$ cat src/rtl/alu_arbiter.sv
// Two-port round-robin sequencer in front of a shared registered ALU.
// One operation in flight: IDLE (accept) -> EXEC (alu_ena) -> CAPT (capture) -> IDLE.

module alu_arbiter_rsp #(
  parameter int DATA_W = 32
) (
  input  logic              clk,
  input  logic              rst,
  input  logic              load,
  input  logic [DATA_W-1:0] din,
  output logic              valid,
  output logic [DATA_W-1:0] data
);
  // data is sticky; valid is a single-cycle pulse following load
  always_ff @(posedge clk or posedge rst) begin
    if (rst) begin
      valid <= 1'b0;
      data  <= '0;
    end else begin
      valid <= load;
      if (load) data <= din;
    end
  end
endmodule

module alu_arbiter #(
  parameter int DATA_W = 32,
  parameter int CNT_W  = 16
) (
  input  logic              clk,
  input  logic              rst,
  input  logic              req0_valid,
  output logic              req0_ready,
  input  logic [DATA_W-1:0] req0_x,
  input  logic [DATA_W-1:0] req0_y,
  input  logic [1:0]        req0_op,
  output logic              rsp0_valid,
  output logic [DATA_W-1:0] rsp0_data,
  input  logic              req1_valid,
  output logic              req1_ready,
  input  logic [DATA_W-1:0] req1_x,
  input  logic [DATA_W-1:0] req1_y,
  input  logic [1:0]        req1_op,
  output logic              rsp1_valid,
  output logic [DATA_W-1:0] rsp1_data,
  output logic              alu_ena,
  output logic [DATA_W-1:0] alu_x,
  output logic [DATA_W-1:0] alu_y,
  output logic [1:0]        alu_op,
  input  logic [DATA_W-1:0] alu_out,
  output logic              busy,
  output logic [CNT_W-1:0]  ops_done
);
  localparam int NPORT = 2;
  localparam logic [1:0] IDLE = 2'd0, EXEC = 2'd1, CAPT = 2'd2;

  typedef struct packed {
    logic [DATA_W-1:0] x;
    logic [DATA_W-1:0] y;
    logic [1:0]        op;
  } req_t;

  req_t [NPORT-1:0]             req;
  logic [NPORT-1:0]             req_vld;
  logic [NPORT-1:0]             rsp_vld;
  logic [NPORT-1:0][DATA_W-1:0] rsp_dat;

  logic [1:0]       state;
  logic             last_grant, gnt_id, grant, accept;
  req_t             lat;
  logic [CNT_W-1:0] cnt;

  assign req[0]  = {req0_x, req0_y, req0_op};
  assign req[1]  = {req1_x, req1_y, req1_op};
  assign req_vld = {req1_valid, req0_valid};

  // On contention the port that did not win last time gets the slot
  always_comb begin
    grant = 1'b0;
    case (req_vld)
      2'b10:   grant = 1'b1;
      2'b11:   grant = ~last_grant;
      default: grant = 1'b0;
    endcase
  end

  assign accept     = (state == IDLE) && (|req_vld);
  assign req0_ready = accept & ~grant;
  assign req1_ready = accept & grant;

  always_ff @(posedge clk or posedge rst) begin
    if (rst) begin
      state      <= IDLE;
      last_grant <= 1'b1;
      gnt_id     <= 1'b0;
      lat        <= '0;
      cnt        <= '0;
    end else begin
      case (state)
        IDLE: if (accept) begin
          lat        <= req[grant];
          gnt_id     <= grant;
          last_grant <= grant;
          state      <= EXEC;
        end
        EXEC:    state <= CAPT;
        CAPT: begin
          cnt   <= cnt + CNT_W'(1);
          state <= IDLE;
        end
        default: state <= IDLE;
      endcase
    end
  end

  for (genvar p = 0; p < NPORT; p++) begin : g_rsp
    localparam logic PID = 1'(p);
    alu_arbiter_rsp #(.DATA_W(DATA_W)) u_rsp (
      .clk   (clk),
      .rst   (rst),
      .load  ((state == CAPT) && (gnt_id == PID)),
      .din   (alu_out),
      .valid (rsp_vld[p]),
      .data  (rsp_dat[p])
    );
  end

  assign rsp0_valid = rsp_vld[0];
  assign rsp1_valid = rsp_vld[1];
  assign rsp0_data  = rsp_dat[0];
  assign rsp1_data  = rsp_dat[1];

  // Operands track the latch continuously so they are stable around alu_ena
  assign alu_ena  = (state == EXEC);
  assign alu_x    = lat.x;
  assign alu_y    = lat.y;
  assign alu_op   = lat.op;
  assign busy     = (state != IDLE);
  assign ops_done = cnt;
endmodule
$ cat config.mk
export PLATFORM = sky130hd
export DESIGN_NAME = alu_arbiter
export DESIGN_NICKNAME = d
export VERILOG_FILES = /design/src/rtl/alu_arbiter.sv
export SDC_FILE = /design/constraint.sdc
export NUM_CORES = 1
export LEC_CHECK = 0
export CAP_MARGIN = 20
export CORE_AREA = 2 2 124 126
export CTS_BUF_LIST = sky130_fd_sc_hd__clkbuf_16
export CTS_CLUSTER_SIZE = 40
export DETAILED_ROUTE_END_ITERATION = 8
export DIE_AREA = 0 0 126 128
export GPL_ROUTABILITY_DRIVEN = 0
export PLACE_DENSITY = 0.95
export SKIP_LAST_GASP = 1
export SYNTH_ARGS = -nofsm -noshare
export SYNTH_HDL_FRONTEND = slang
export SYNTH_SLANG_ARGS = --single-unit
$ cat constraint.sdc
create_clock -name clk -period 11.55 [get_ports clk]
set_clock_uncertainty 0.05 [all_clocks]
set_input_delay 2.31 -clock clk [delete_from_list [all_inputs] [get_ports clk]]
set_output_delay 2.31 -clock clk [all_outputs]
set_load 0.05 [all_outputs]
# Word-level counts from Yosys, hierarchy flattened
# Cells that the tools add are included.
# op_classes
n_eq_ne	5
muxes	5
n_div	0
mul	0
bitwise	5
shift	0
addsub	1
reduce_logical	7
order_cmp	1
# op_table
op	count
2-to-1 mux 66 bit	2
adder 16 x 1 -> 16 bit, second input constant	1
equality test 2 bit, second input constant	3
case mux 2 bit (2 select lines)	1
logical AND 1 bit	3
NOT 1 bit	3
bitwise AND 1 bit	2
equality test 2 x 1 -> 1 bit, second input constant	1
zero test 2 bit	1
less-than comparator 1 x 2 -> 1 bit, second input constant	1
2-to-1 mux 2 bit	1
!= test 2 bit, second input constant	1
case mux 1 bit (2 select lines)	1
AND reduction 2 bit	1
nonzero test 2 bit	1
OR reduction 2 bit	1
# word_totals
n_memories	0
output_inout_bits	152
mem_bits_ro	0
latch_bits	0
mem_bits_rw	0
in_bits	168
register_bits	152

# Longest topological paths before layout
# logic_depth
word_depth	4
ltp_mapped	7

# Modules after synthesis
# Synthesis repeated with hierarchy kept, for this count alone.
# hier_totals
cells_unflattened	440
hier_area_um2	6332.3
# modules_own_cells
mod	seq_area_each_um2	area_per_inst_um2	cells_each	n_inst
alu_arbiter	2153.3	3584.7	300	1
alu_arbiter_rsp	825.8	1373.8	70	2

# Least setup slack after synthesis
# Ideal clock, no wire load.
# synth_path
kind	in2out
start	in req0_valid
end	out req1_ready
cell_stages	4
required_time_ps	9190
arrival_time_ps	3235
setup_slack_ps	5955
cell_sequence	nand2_1 -> and3_1 -> buf_2 -> clkbuf_1
# synth_between
elab_chain_len	3
elab_cells_between_ends	6
# synth_rtl
item	line_no	rtl
from (decl)	32	input logic req0_valid,
equality test 2 bit / OR reduction 2 bit (equally long branches)	80, 87	
case mux 1 bit (2 select lines) / logical AND 1 bit (equally long branches)	80, 87	
bitwise AND 1 bit *	89	assign req1_ready = accept & grant;
to (decl)	40	output logic req1_ready,
# Every way passes the cells marked *; elsewhere a longest branch is shown, timed or not.

# Worst setup path in the final report
# layout_path
start	in req1_valid
end	out req1_ready
# layout_between
elab_chain_len	3
elab_cells_between_ends	6
# layout_rtl
item	line_no	rtl
from (decl)	39	input logic req1_valid,
equality test 2 bit / OR reduction 2 bit (equally long branches)	80, 87	
case mux 1 bit (2 select lines) / logical AND 1 bit (equally long branches)	80, 87	
bitwise AND 1 bit *	89	
# Marks and branches as above.

==> metrics <==
first-pass GRT wire length 28.88 mm; Pwr Density 345.9 nW/um2; share of layout cells above drive strength 1 14.53%; chip width 126 um; post-layout worst setup margin 5.174 ns; antenna violations before repair 2; Resize count post-CTS 0; design area 9981 um2; number of synthesized flops with an enable pin 0; final worst path period need 6.376 ns; unrepaired setup endpoints after global routing false; Worst Max-Slew Pin Slew 0.9825 ns; HP Start ops_done[15]; Initial Utilization 41.78%; via count 5,060; number of synthesized register bits 152; DRC 0; top-area cell type share of the netlist area 60.85%; I/O Buffers 319; Max VDD drop 194.9 uV; Mean Syn Cell Area 14.15 um2; XOR/XNOR Fraction of Synth Area 2.116%; Worst R2R End g_rsp[1].u_rsp.data[15]; site row count 45; CP max stage delay 0.82 ns; DR vias/cell 5.304; cells after synthesis 439; number of global-route vias before repair 5,356; total track usage 23.07%; Async SR Flop Fraction 100.0%; DR WL/cell 19.60 um; dominant cells by area after synthesis dfrtp_1, a222oi_1, mux2_4, mux2_2, inv_1; cell taking the most area after synthesis dfrtp_1; drt first-iter violations 428; Die ar. 16,130 um2; Post-Place Cells 920; fillers 1,059; final core utilization 67.15%; Sequential Area 3805 um2; Pre-antenna DRT Iters 8; simple-gate portion of the synthesized area 3.848%; Synth Area in Adders 0.2015%; final hold vios 0; CTS Hold Bufs 0; post-route ant nets 0; WL final 18.70 mm; number of setup violations in the final report 0; top cells by count, synth dfrtp_1, inv_1, a222oi_1, mux2_2, mux2_4; Setup TNS 0 ns; die extent in y 128 um; clk sinks 152; register area share after synthesis 61.27%; area grow syn2layout 60.73%; multi-input logic area 1919 um2; synthesized cell area 6210 um2; FF-to-FF Start state[1]; period utilisation layout 55.20%; Worst Hold Class reg -> reg; outcome finished clean; r2r setup slk 9.15 ns; hold endpoint ops_done[15]; Critical Path Start Type input pin; Synthesis Warnings 0; syn_nets 608; static leakage 4.510 nW; Max Fclk 0.1568 GHz; ys flop type dfrtp_1; largest net degree at the start of global routing 78; tightest hold margin 0.4277 ns; maximum fanout along the worst path 5; Clock Path Buffers 2; count leader, synth dfrtp_1; H-tree Lvls 4; FF-to-FF path depth 3; Final HPWL DP 13.19 mm; Pwr Total 3.453 mW; Synth Area in Compound Gates 11.02%; worst skew pair latency 0.41 ns; critical-path cell list clkdlybuf4s50_1 > and3_2 > clkdlybuf4s50_1; final-stage net count 920; Root Driver clkbuf_16; clock-pin slew on the worst setup and hold paths 0.06 ns; Setup Slack @ Placement 5.158 ns; Worst Setup SP req1_valid; grt total ovfl 0; WHS Path Cells 1; largest family of logic cells by synthesized area multiplexers; Post-Layout Cell Count 954; max-slew violations 0; most used cell, CP clkdlybuf4s50_1; placed cell area 9462 um2; crit end category primary output; Core Box Area 14,860 um2; CTS tree yes; Critical Path RT 9.19 ns; Slowest cell on crit path clkdlybuf4s50_1; CTS Buf Count 17; Yosys cell types 31; Setup CP Type in -> out; postcts setup bufs 0; max cap viols 0; io pins 320; multiplexer area fraction after synthesis 13.54%; Worst slew margin 34.50%; WP data arrival 4.02 ns
## power breakdown
group          total, mW  switching (mW)  leakage [nW]  internal [mW]
combinational       2.03            1.28          2.40          0.751
sequential         0.939           0.154          1.86          0.784
clock              0.487           0.217         0.254          0.270
## metal layers
| metal | up-vias | global-route usage, % | routed length [um] |
|---|---|---|---|
| li1 | 2230 | - | - |
| met2 | 282 | 39.41 | 9563 |
| met4 | 0 | 9.308 | 445 |
| met1 | 2515 | 27.34 | 7090 |
| met5 | - | 0 | 0 |
| met3 | 33 | 7.012 | 1601 |
## cell usage in the layout (no fill, tap or decap), types with 2 or more instances in the layout
master,instances
inv_6,2
xnor2_1,8
xor2_1,7
nand2_1,5
and2b_1,2
clkbuf_16,17
nand4_1,3
and3_2,2
diode_2,2
a222oi_1,66
dfrtp_1,151
nor4_2,2
clkinvlp_4,4
clkdlybuf4s50_1,319
mux2_2,36
a21o_1,2
mux2_4,29
clkinv_2,6
nand3_1,5
buf_4,5
inv_1,72
and3_1,2
nor2_1,3
nand2b_1,2
## layout make-up
class	instances	area share, %
timing repair buffer	324	32.37
multi-input combinational	185	19.23
clock buffer	17	4.262
clock inverter	15	0.8901
sequential	152	38.12
tap	188	2.357
inverter	71	2.720
antenna	2	0.05014
## sequential cells by signal, indices dropped and copies added, names as in the netlist
register,flops
alu_x,32
g_rsp.u_rsp.data,64
ops_done,16
alu_y,32
state,2
alu_op,2
gnt_id,1
last_grant,1
g_rsp.u_rsp.valid,2
## kinds of logic after synthesis
kind of cell | Yosys count
flops | 152
fa+ha+maj | 1
compound gates | 69
simple gates | 35
buf+inv | 102
xor+xnor | 15
mux | 65
## worst max-delay path: cells and delay by family
| family | cells | cell delay [ns] |
|---|---|---|
| buffers and inverters | 2 | 1.42 |
| and+or+nand+nor | 1 | 0.28 |
## how the worst max path moves through the flow
stage | to | slack, ns | cells past startpoint
4_1_cts | req1_ready | 5.16 | 3
2_1_floorplan | alu_op[0] | 5.10 | 1
3_5_place_dp | req1_ready | 5.16 | 3
3_3_place_gp | req1_ready | 5.18 | 3
5_1_grt | req1_ready | 5.13 | 3
6_report | req1_ready | 5.17 | 3
Note: power is estimated with default switching activity, not from simulation.
